===== src/rtl/dbnc_pkg.sv =====
// Shared definitions for the debounce/edge conditioning stage.
// Holds the FSM state encoding and the default configuration constants
// used by debounce_edge and sync_chain.
package dbnc_pkg;

  // IDLE_* states hold a settled level and WAIT_* states qualify a
  // candidate new level. Bit 1 of the encoding follows the settled level.
  typedef enum logic [1:0] {
    IDLE_LO = 2'd0,
    WAIT_HI = 2'd1,
    IDLE_HI = 2'd2,
    WAIT_LO = 2'd3
  } dbnc_state_e;

  // Default number of synchronizer flops (minimum 2).
  localparam int DBNC_SYNC_STAGES = 2;
  // Default number of extra consecutive samples needed to accept a level.
  localparam int DBNC_STABLE_CNT  = 4;
  // Default counter width; 2**DBNC_CNT_W must exceed DBNC_STABLE_CNT-1.
  localparam int DBNC_CNT_W       = 4;

endpackage


===== src/rtl/sync_chain.sv =====
// Multi-flop synchronizer for a single asynchronous bit.
// Also used by other clock-crossing inputs, so it is kept generic.
//
// Parameters:
//   SYNC_STAGES - number of flops in the chain (minimum 2)
// Ports:
//   i_clk - clock, all flops update on the rising edge
//   i_rst - synchronous active-high reset, clears every flop
//   i_D   - raw asynchronous input
//   o_Q   - synchronized output (last flop of the chain)
module sync_chain
  import dbnc_pkg::*;
#(
  parameter int SYNC_STAGES = DBNC_SYNC_STAGES
) (
  input  logic i_clk,
  input  logic i_rst,
  input  logic i_D,
  output logic o_Q
);

  logic [SYNC_STAGES-1:0] chain_q;

  // Shift the raw input through the chain. The first flop may go
  // metastable; the remaining flops give it time to resolve before the
  // value is used by synchronous logic.
  always_ff @(posedge i_clk) begin
    if (i_rst) begin
      chain_q <= '0;
    end else begin
      chain_q <= {chain_q[SYNC_STAGES-2:0], i_D};
    end
  end

  assign o_Q = chain_q[SYNC_STAGES-1];

endmodule


===== src/rtl/debounce_edge.sv =====
// Debounce and edge-detect conditioning stage for a raw, bouncy 1-bit input.
// The input is synchronized, then a new level is accepted only after it has
// been seen on STABLE_CNT+1 consecutive clock edges. The accepted level is
// presented as a registered output, plus one-cycle rise/fall pulses.
//
// Optional feature macro: DEBOUNCE_EDGE_PULSE_EN
//   defined   - o_rise/o_fall are registered one-cycle pulses
//   undefined - no edge registers; o_rise/o_fall are tied to 0
//
// Parameters:
//   SYNC_STAGES - synchronizer depth (minimum 2)
//   STABLE_CNT  - extra consecutive samples to accept a level (minimum 1)
//   CNT_W       - counter width, 2**CNT_W > STABLE_CNT-1
// Ports:
//   i_clk  - clock, all state updates on the rising edge
//   i_rst  - synchronous active-high reset
//   i_D    - raw asynchronous input
//   o_Q    - debounced registered level
//   o_rise - one-cycle pulse when o_Q goes 0->1
//   o_fall - one-cycle pulse when o_Q goes 1->0
module debounce_edge
  import dbnc_pkg::*;
#(
  parameter int SYNC_STAGES = DBNC_SYNC_STAGES,
  parameter int STABLE_CNT  = DBNC_STABLE_CNT,
  parameter int CNT_W       = DBNC_CNT_W
) (
  input  logic i_clk,
  input  logic i_rst,
  input  logic i_D,
  output logic o_Q,
  output logic o_rise,
  output logic o_fall
);

  localparam logic [CNT_W-1:0] CntMax = CNT_W'(STABLE_CNT - 1);

  dbnc_state_e      state_q, state_d;
  logic [CNT_W-1:0] cnt_q, cnt_d;
  logic             level_q, level_d;
  logic             sync_s;

  sync_chain #(
    .SYNC_STAGES(SYNC_STAGES)
  ) u_sync (
    .i_clk(i_clk),
    .i_rst(i_rst),
    .i_D  (i_D),
    .o_Q  (sync_s)
  );

  // State, qualification counter and accepted level. Reset returns the
  // stage to a settled low level regardless of any qualification in flight.
  always_ff @(posedge i_clk) begin
    if (i_rst) begin
      state_q <= IDLE_LO;
      cnt_q   <= '0;
      level_q <= 1'b0;
    end else begin
      state_q <= state_d;
      cnt_q   <= cnt_d;
      level_q <= level_d;
    end
  end

  // Next-state logic. An IDLE state leaves for WAIT on the first sample that
  // differs from the settled level. In WAIT, any sample matching the old
  // level is treated as bounce and drops straight back to IDLE, so the next
  // differing sample starts qualification from zero again. The counter is
  // cleared on every IDLE<->WAIT move and saturates at CntMax by
  // construction, because reaching CntMax with a still-differing sample
  // always leaves WAIT.
  always_comb begin
    state_d = state_q;
    cnt_d   = cnt_q;
    level_d = level_q;
    case (state_q)
      IDLE_LO: begin
        if (sync_s) begin
          state_d = WAIT_HI;
          cnt_d   = '0;
        end
      end
      WAIT_HI: begin
        if (!sync_s) begin
          state_d = IDLE_LO;
          cnt_d   = '0;
        end else if (cnt_q == CntMax) begin
          state_d = IDLE_HI;
          cnt_d   = '0;
          level_d = 1'b1;
        end else begin
          cnt_d = cnt_q + 1'b1;
        end
      end
      IDLE_HI: begin
        if (!sync_s) begin
          state_d = WAIT_LO;
          cnt_d   = '0;
        end
      end
      WAIT_LO: begin
        if (sync_s) begin
          state_d = IDLE_HI;
          cnt_d   = '0;
        end else if (cnt_q == CntMax) begin
          state_d = IDLE_LO;
          cnt_d   = '0;
          level_d = 1'b0;
        end else begin
          cnt_d = cnt_q + 1'b1;
        end
      end
    endcase
  end

  assign o_Q = level_q;

`ifdef DEBOUNCE_EDGE_PULSE_EN
  logic rise_q, fall_q;
  logic rise_d, fall_d;

  // A pulse is due exactly when the accepted level is about to change, so
  // it is registered alongside level_q and appears in the same cycle as
  // the new o_Q value. Only one direction can change at a time.
  assign rise_d = level_d & ~level_q;
  assign fall_d = ~level_d & level_q;

  // Edge pulse registers, cleared by reset so no pulse survives it.
  always_ff @(posedge i_clk) begin
    if (i_rst) begin
      rise_q <= 1'b0;
      fall_q <= 1'b0;
    end else begin
      rise_q <= rise_d;
      fall_q <= fall_d;
    end
  end

  assign o_rise = rise_q;
  assign o_fall = fall_q;
`else
  assign o_rise = 1'b0;
  assign o_fall = 1'b0;
`endif

endmodule

===== config.mk =====
export PLATFORM = sky130hd
export DESIGN_NAME = debounce_edge
export DESIGN_NICKNAME = d
export VERILOG_FILES = /design/src/rtl/dbnc_pkg.sv /design/src/rtl/sync_chain.sv /design/src/rtl/debounce_edge.sv
export SDC_FILE = /design/constraint.sdc
export NUM_CORES = 1
export LEC_CHECK = 0
export CORE_AREA = 2 2 39 41
export DETAILED_ROUTE_END_ITERATION = 7
export DIE_AREA = 0 0 41 43
export PLACE_DENSITY = 0.5
export SETUP_SLACK_MARGIN = 0.3
export SLEW_MARGIN = 10
export SYNTH_ARGS = -nofsm -noshare
export SYNTH_HDL_FRONTEND = slang
export SYNTH_SLANG_ARGS = --single-unit

===== constraint.sdc =====
create_clock -name i_clk -period 4.2 [get_ports i_clk]
set_clock_uncertainty 0.2 [all_clocks]
set_input_delay 1.05 -clock i_clk [delete_from_list [all_inputs] [get_ports i_clk]]
set_output_delay 1.05 -clock i_clk [all_outputs]
set_load 0.02 [all_outputs]

==> impl_metrics.py, run 1 <==
metrics = {
    "status": {
        "status": "finished, final reports clean",
    },
    "sta": {
        "tns_ns": 0,
        "hold_viol": 0,
        "layout_min_cycle_time_ns": 2.47,
        "fmax_mhz": 406,
        "finalSetupViolations": 0,
        "final_max_slew_viol_count": 0,
        "fin_hold_ws_ns": 0.236,
        "grt_setup_unrepaired": "no",
        "min_period_over_period_pct": 58.7,
    },
    "power_and_ir_drop": {
        "leakage_nw": 0.172,
        "power.density_nw_per_um2": 366,
        "irDropWorstVdd_mv": 0.166,
    },
    "clocking": {
        "clk_path_buf_depth": 2,
        "clock-sinks": 9,
        "cts_made_buffers": 3,
        "cts_tree": "built",
        "insertion_delay_ns": 0.26,
        "path_clk_slew_ns": 0.06,
        "h-tree-depth": 1,
        "cts_root_buffer": "clkbuf_4",
        "hold_buffers": 0,
        "ctsResizeCount": 0,
        "cts_setup_buffers": 0,
    },
    "final_layout": {
        "fillers": 158,
        "area_delta_synth_final_pct": 13.8,
        "diodes": 0,
        "drive_gt1_share_pct": 8.33,
        "fin_area_um2": 475,
        "num-nets-final": 53,
    },
    "drt": {
        "dr.first_iter.drc_count": 8,
        "first_pass_iters": 3,
        "routedWlPerCell_um": 10.6,
        "drc": 0,
        "vias_per_cell": 4.67,
        "drt_wl_total_um": 680,
        "ant_nets": 0,
        "vias": 299,
    },
    "place": {
        "hpwlAfterDp_um": 484,
        "place_congestion": 0.600,
        "dpl_cell_area_um2": 449,
        "io_buffers": 3,
    },
    "die": {
        "die_h_um": 43,
        "num_rows": 14,
        "die-area_um2": 1760,
        "core-area_um2": 1380,
        "start_util_pct": 30.2,
        "io_pins": 6,
        "fp.dieW_um": 41,
    },
    "setup_path": {
        "worstPathRequired_ns": 2.95,
        "worstSetupEndpointType": "primary output",
        "worstPathArrival_ns": 1.22,
        "max_stage_delay_ns": 0.61,
        "r2r_slack_ns": 2.71,
        "cp_top_family": "buffers and inverters",
        "cp_max_fo": 3,
        "reg2reg_depth": 4,
        "crit_slowest_cell": "clkdlybuf4s50_1",
        "timing.rr.end": "o_Q",
        "r2r_start": "cnt_q[0]",
        "path_cells": "clkdlybuf4s50_1",
        "start_kind": "flip-flop",
        "cp_num_buf_inv": 1,
        "critical_path_class": "flip-flop to primary output",
    },
    "global_routing": {
        "track_usage_pct": 9.76,
        "grt_pass1_vias": 250,
        "grt_overflow": 0,
        "grt_max_degree": 12,
        "grt_pass1_wl_um": 1080,
        "antenna_found_initial": 0,
    },
    "yosys": {
        "yosysUniqueCellTypes": 21,
        "yosys_warnings": 0,
        "syn_area_um2": 418,
        "netlist_instances": 43,
        "ys_seq_area_share_pct": 43.1,
        "synth_area_per_cell_um2": 9.72,
        "ys_ff_latch": 9,
    },
    "worst_hold_path": {
        "min_path_type": "flip-flop to flip-flop",
        "holdPathStages": 1,
        "hold_end": "u_sync.chain_q[1]",
        "hold_start": "u_sync.chain_q[0]",
    },
    "job": {
        "cap_viol_max_count": 0,
    },
}
-- cells in the mapped netlist, drive strengths merged --
| cell type | instances | area share [%] |
|---|---|---|
| xor2 | 2 | 4.2 |
| xnor2 | 1 | 2.1 |
| nand3 | 2 | 2.4 |
| ha | 1 | 3.0 |
| nand3b | 5 | 9.0 |
| o31ai | 1 | 1.8 |
| conb | 1 | 0.90 |
| o211ai | 1 | 1.8 |
| nor3 | 1 | 1.2 |
| inv | 2 | 1.8 |
| nor2 | 1 | 0.90 |
| and4bb | 1 | 3.0 |
| a21oi | 4 | 4.8 |
| and3b | 1 | 2.1 |
| or4b | 1 | 2.4 |
| buf | 3 | 5.4 |
| nor2b | 3 | 4.5 |
| a211o | 1 | 2.1 |
| dfxtp | 9 | 43 |
| o21ai | 1 | 1.2 |
| mux2i | 1 | 2.4 |
-- where the power goes --
group	switching [mW]	internal (mW)
clock	0.0310	0.0366
combinational	0.00837	0.00724
sequential	0.00229	0.0882
total	0.0417	0.132
-- cell type report --
type / instances / area (um^2) / share of cell area, %
Sequential cell: 9 / 180 / 37.9
Clock buffer: 4 / 26.3 / 5.53
Multi-Input combinational cell: 30 / 211 / 44.5
Inverter: 2 / 7.51 / 1.58
Timing Repair Buffer: 3 / 30.0 / 6.32
Tap cell: 16 / 20.0 / 4.21
-- stage by stage --
| step | cells | setup slack [ns] | utilization (%) | total power, mW |
|---|---|---|---|---|
| after floorplan | 44 | 2.33 | - | 0.104 |
| after global placement | 60 | 1.66 | 32.5 | 0.108 |
| after detailed placement | 60 | 1.63 | 32.5 | 0.108 |
| after CTS | 64 | 1.72 | 34.4 | 0.177 |
| after global routing | 64 | 1.70 | 34.4 | 0.184 |
| final | 64 | 1.73 | 34.4 | 0.174 |
-- worst max-delay path by stage --
stage / from / endpoint / slack (ns) / cells past startpoint
after floorplan: i_rst / cnt_q[3] / 2.33 / 2
after global placement: i_rst / cnt_q[3] / 1.66 / 3
after detailed placement: i_rst / cnt_q[3] / 1.63 / 3
after CTS: o_Q / o_Q / 1.72 / 1
after global routing: o_Q / o_Q / 1.70 / 1
final: o_Q / o_Q / 1.73 / 1
-- layer usage --
| layer | track usage (%) | vias up | part of all wire (%) |
|---|---|---|---|
| met2 | 10.3 | 9 | 40 |
| met4 | 6.00 | 0 | 0 |
| met1 | 12.9 | 132 | 52 |
| met3 | 7.85 | 0 | 7.5 |
| li1 | - | 158 | - |
| met5 | 0 | - | 0 |
-- cell families after synthesis --
| logic type | count (synthesis) | synth area share [%] |
|---|---|---|
| adders and majority gates | 1 | 2.99 |
| muxes | 1 | 2.40 |
| xor gates and xnor gates | 3 | 6.29 |
| DFF | 9 | 43.1 |
| and+or+nand+nor | 15 | 25.4 |
| AOI/OAI and AO/OA | 8 | 11.7 |
| other | 1 | 0.897 |
| buffers and inverters | 5 | 7.19 |
-- placed cells by master, fill, tap and decap left out, drive strengths merged --
cell type      netlist  final
a211o                1      1
a21oi                4      4
and3b                1      1
and4bb               1      1
clkbuf               0      4
clkdlybuf4s50        0      3
conb                 1      2
dfxtp                9      9
ha                   1      1
inv                  2      2
mux2i                1      1
nand3                2      2
nand3b               5      5
nor2                 1      1
nor2b                3      3
nor3                 1      1
o211ai               1      1
o21ai                1      1
o31ai                1      1
or4b                 1      1
xnor2                1      1
xor2                 2      2
Power figures use the tool's default switching activity.
==> run 2, diff against run 1 <==
clock period = 2.3 ns   (was 4.2 ns; I/O delays follow)
==> impl_metrics.py, run 2 (same netlist as run 1, synthesis figures left out) <==
metrics = {
    "final_layout": {
        "instances_no_fill": 65,
        "final_cell_mix": "dfxtp_1 (9), nand3b_1 (5), a21oi_1 (4)",
        "num-nets-final": 54,
        "drive_gt1_share_pct": 12.2,
        "diodes": 0,
        "area_delta_synth_final_pct": 15.6,
        "mostFrequentLayoutCell": "dfxtp_1",
    },
    "sta": {
        "min_period_over_period_pct": 75.2,
        "setup_slack_ns": 0.570,
        "final_max_slew_viol_count": 0,
        "finalSetupViolations": 0,
        "fin_hold_ws_ns": 0.245,
        "tns_ns": 0,
        "hold_viol": 0,
        "fmax_mhz": 578,
        "layout_min_cycle_time_ns": 1.73,
        "grt_setup_unrepaired": "no",
    },
    "global_routing": {
        "grt_pass1_vias": 268,
        "grt_overflow": 0,
        "track_usage_pct": 10.2,
        "grt_pass1_wl_um": 1170,
        "grt_max_degree": 11,
        "antenna_found_initial": 0,
    },
    "setup_path": {
        "start_kind": "flip-flop",
        "reg2reg_depth": 4,
        "crit_slowest_cell": "dfxtp_1",
        "worstPathRequired_ns": 1.52,
        "cp_num_buf_inv": 1,
        "r2r_start": "cnt_q[0]",
        "cp_top_family": "flip-flops",
        "max_stage_delay_ns": 0.35,
        "path_cells": "dlygate4sd2_1",
        "worstPathArrival_ns": 0.95,
        "critical_path_class": "flip-flop to primary output",
        "timing.rr.end": "o_Q",
        "r2r_slack_ns": 0.85,
        "cp_max_fo": 3,
        "worstSetupEndpointType": "primary output",
    },
    "worst_hold_path": {
        "hold_end": "u_sync.chain_q[1]",
        "min_path_type": "flip-flop to flip-flop",
        "hold_start": "u_sync.chain_q[0]",
        "holdPathStages": 1,
    },
    "clocking": {
        "cts_root_buffer": "clkbuf_4",
        "h-tree-depth": 1,
        "hold_buffers": 0,
        "insertion_delay_ns": 0.27,
        "path_clk_slew_ns": 0.07,
        "cts_made_buffers": 3,
        "cts_tree": "built",
        "clk_path_buf_depth": 2,
        "clock-sinks": 9,
        "cts_setup_buffers": 0,
    },
    "drt": {
        "first_pass_iters": 5,
        "ant_nets": 0,
        "drc": 0,
        "dr.first_iter.drc_count": 6,
        "routedWlPerCell_um": 11.0,
        "drt_wl_total_um": 718,
        "vias_per_cell": 4.68,
        "vias": 304,
    },
    "place": {
        "placedCellCount": 61,
        "hpwlAfterDp_um": 470,
        "place_congestion": 0.596,
        "io_buffers": 3,
        "dp_slack_ns": 0.471,
    },
    "die": {
        "die_h_um": 43,
        "fp.dieW_um": 41,
        "num_rows": 14,
        "die-area_um2": 1760,
        "core-area_um2": 1380,
        "start_util_pct": 30.2,
        "io_pins": 6,
    },
    "power_and_ir_drop": {
        "power.density_nw_per_um2": 664,
        "leakage_nw": 0.184,
        "irDropWorstVdd_mv": 0.261,
        "finalPower_mw": 0.321,
    },
    "job": {
        "cap_viol_max_count": 0,
    },
    "status": {
        "status": "finished, final reports clean",
    },
}
==> run 2: worst max-delay path by stage <==
stage,cells past startpoint,from,to
floorplan,2,i_rst,cnt_q[3]
global placement,3,i_rst,cnt_q[3]
detailed placement,3,i_rst,cnt_q[3]
CTS,1,o_Q,o_Q
global route,1,o_Q,o_Q
finish,1,o_Q,o_Q
==> run 2: layer usage <==
layer	share of wire (%)	wire [um]	track usage [%]
met1	51	363	12.4
met2	40	285	13.1
met3	9.6	69	9.42
met4	0	0	2.00
met5	0	0	0
==> run 2: repair_timing <==
action,in CTS,in global routing
hold endpoints to repair,0,0
resized for setup,1,0
endpoints found under the setup margin,1,0
==> run 2: metrics by stage <==
step           instance area (um^2)  util, %
3_3_place_gp                    457     33.0
2_1_floorplan                   422        -
4_1_cts                         483     34.9
5_1_grt                         483     34.9
6_report                        483     34.9
3_5_place_dp                    457     33.0
==> run 2: final cells by class <==
| cell class | count | area (um^2) |
|---|---|---|
| clock buffer | 3 | 22.5 |
| timing repair buffer | 4 | 36.3 |
| fill | 153 | 901 |
| sequential | 9 | 180 |
| inverter | 2 | 7.51 |
| clock inverter | 1 | 5.00 |
| multi-input combinational | 30 | 211 |
| tap | 16 | 20.0 |
==> run 2: report_power, final <==
group | switching, mW | internal, mW | total [mW]
sequential | 0.00413 | 0.161 | 0.165
combinational | 0.0156 | 0.0123 | 0.0278
clock | 0.0634 | 0.0643 | 0.128
total | 0.0831 | 0.238 | 0.321
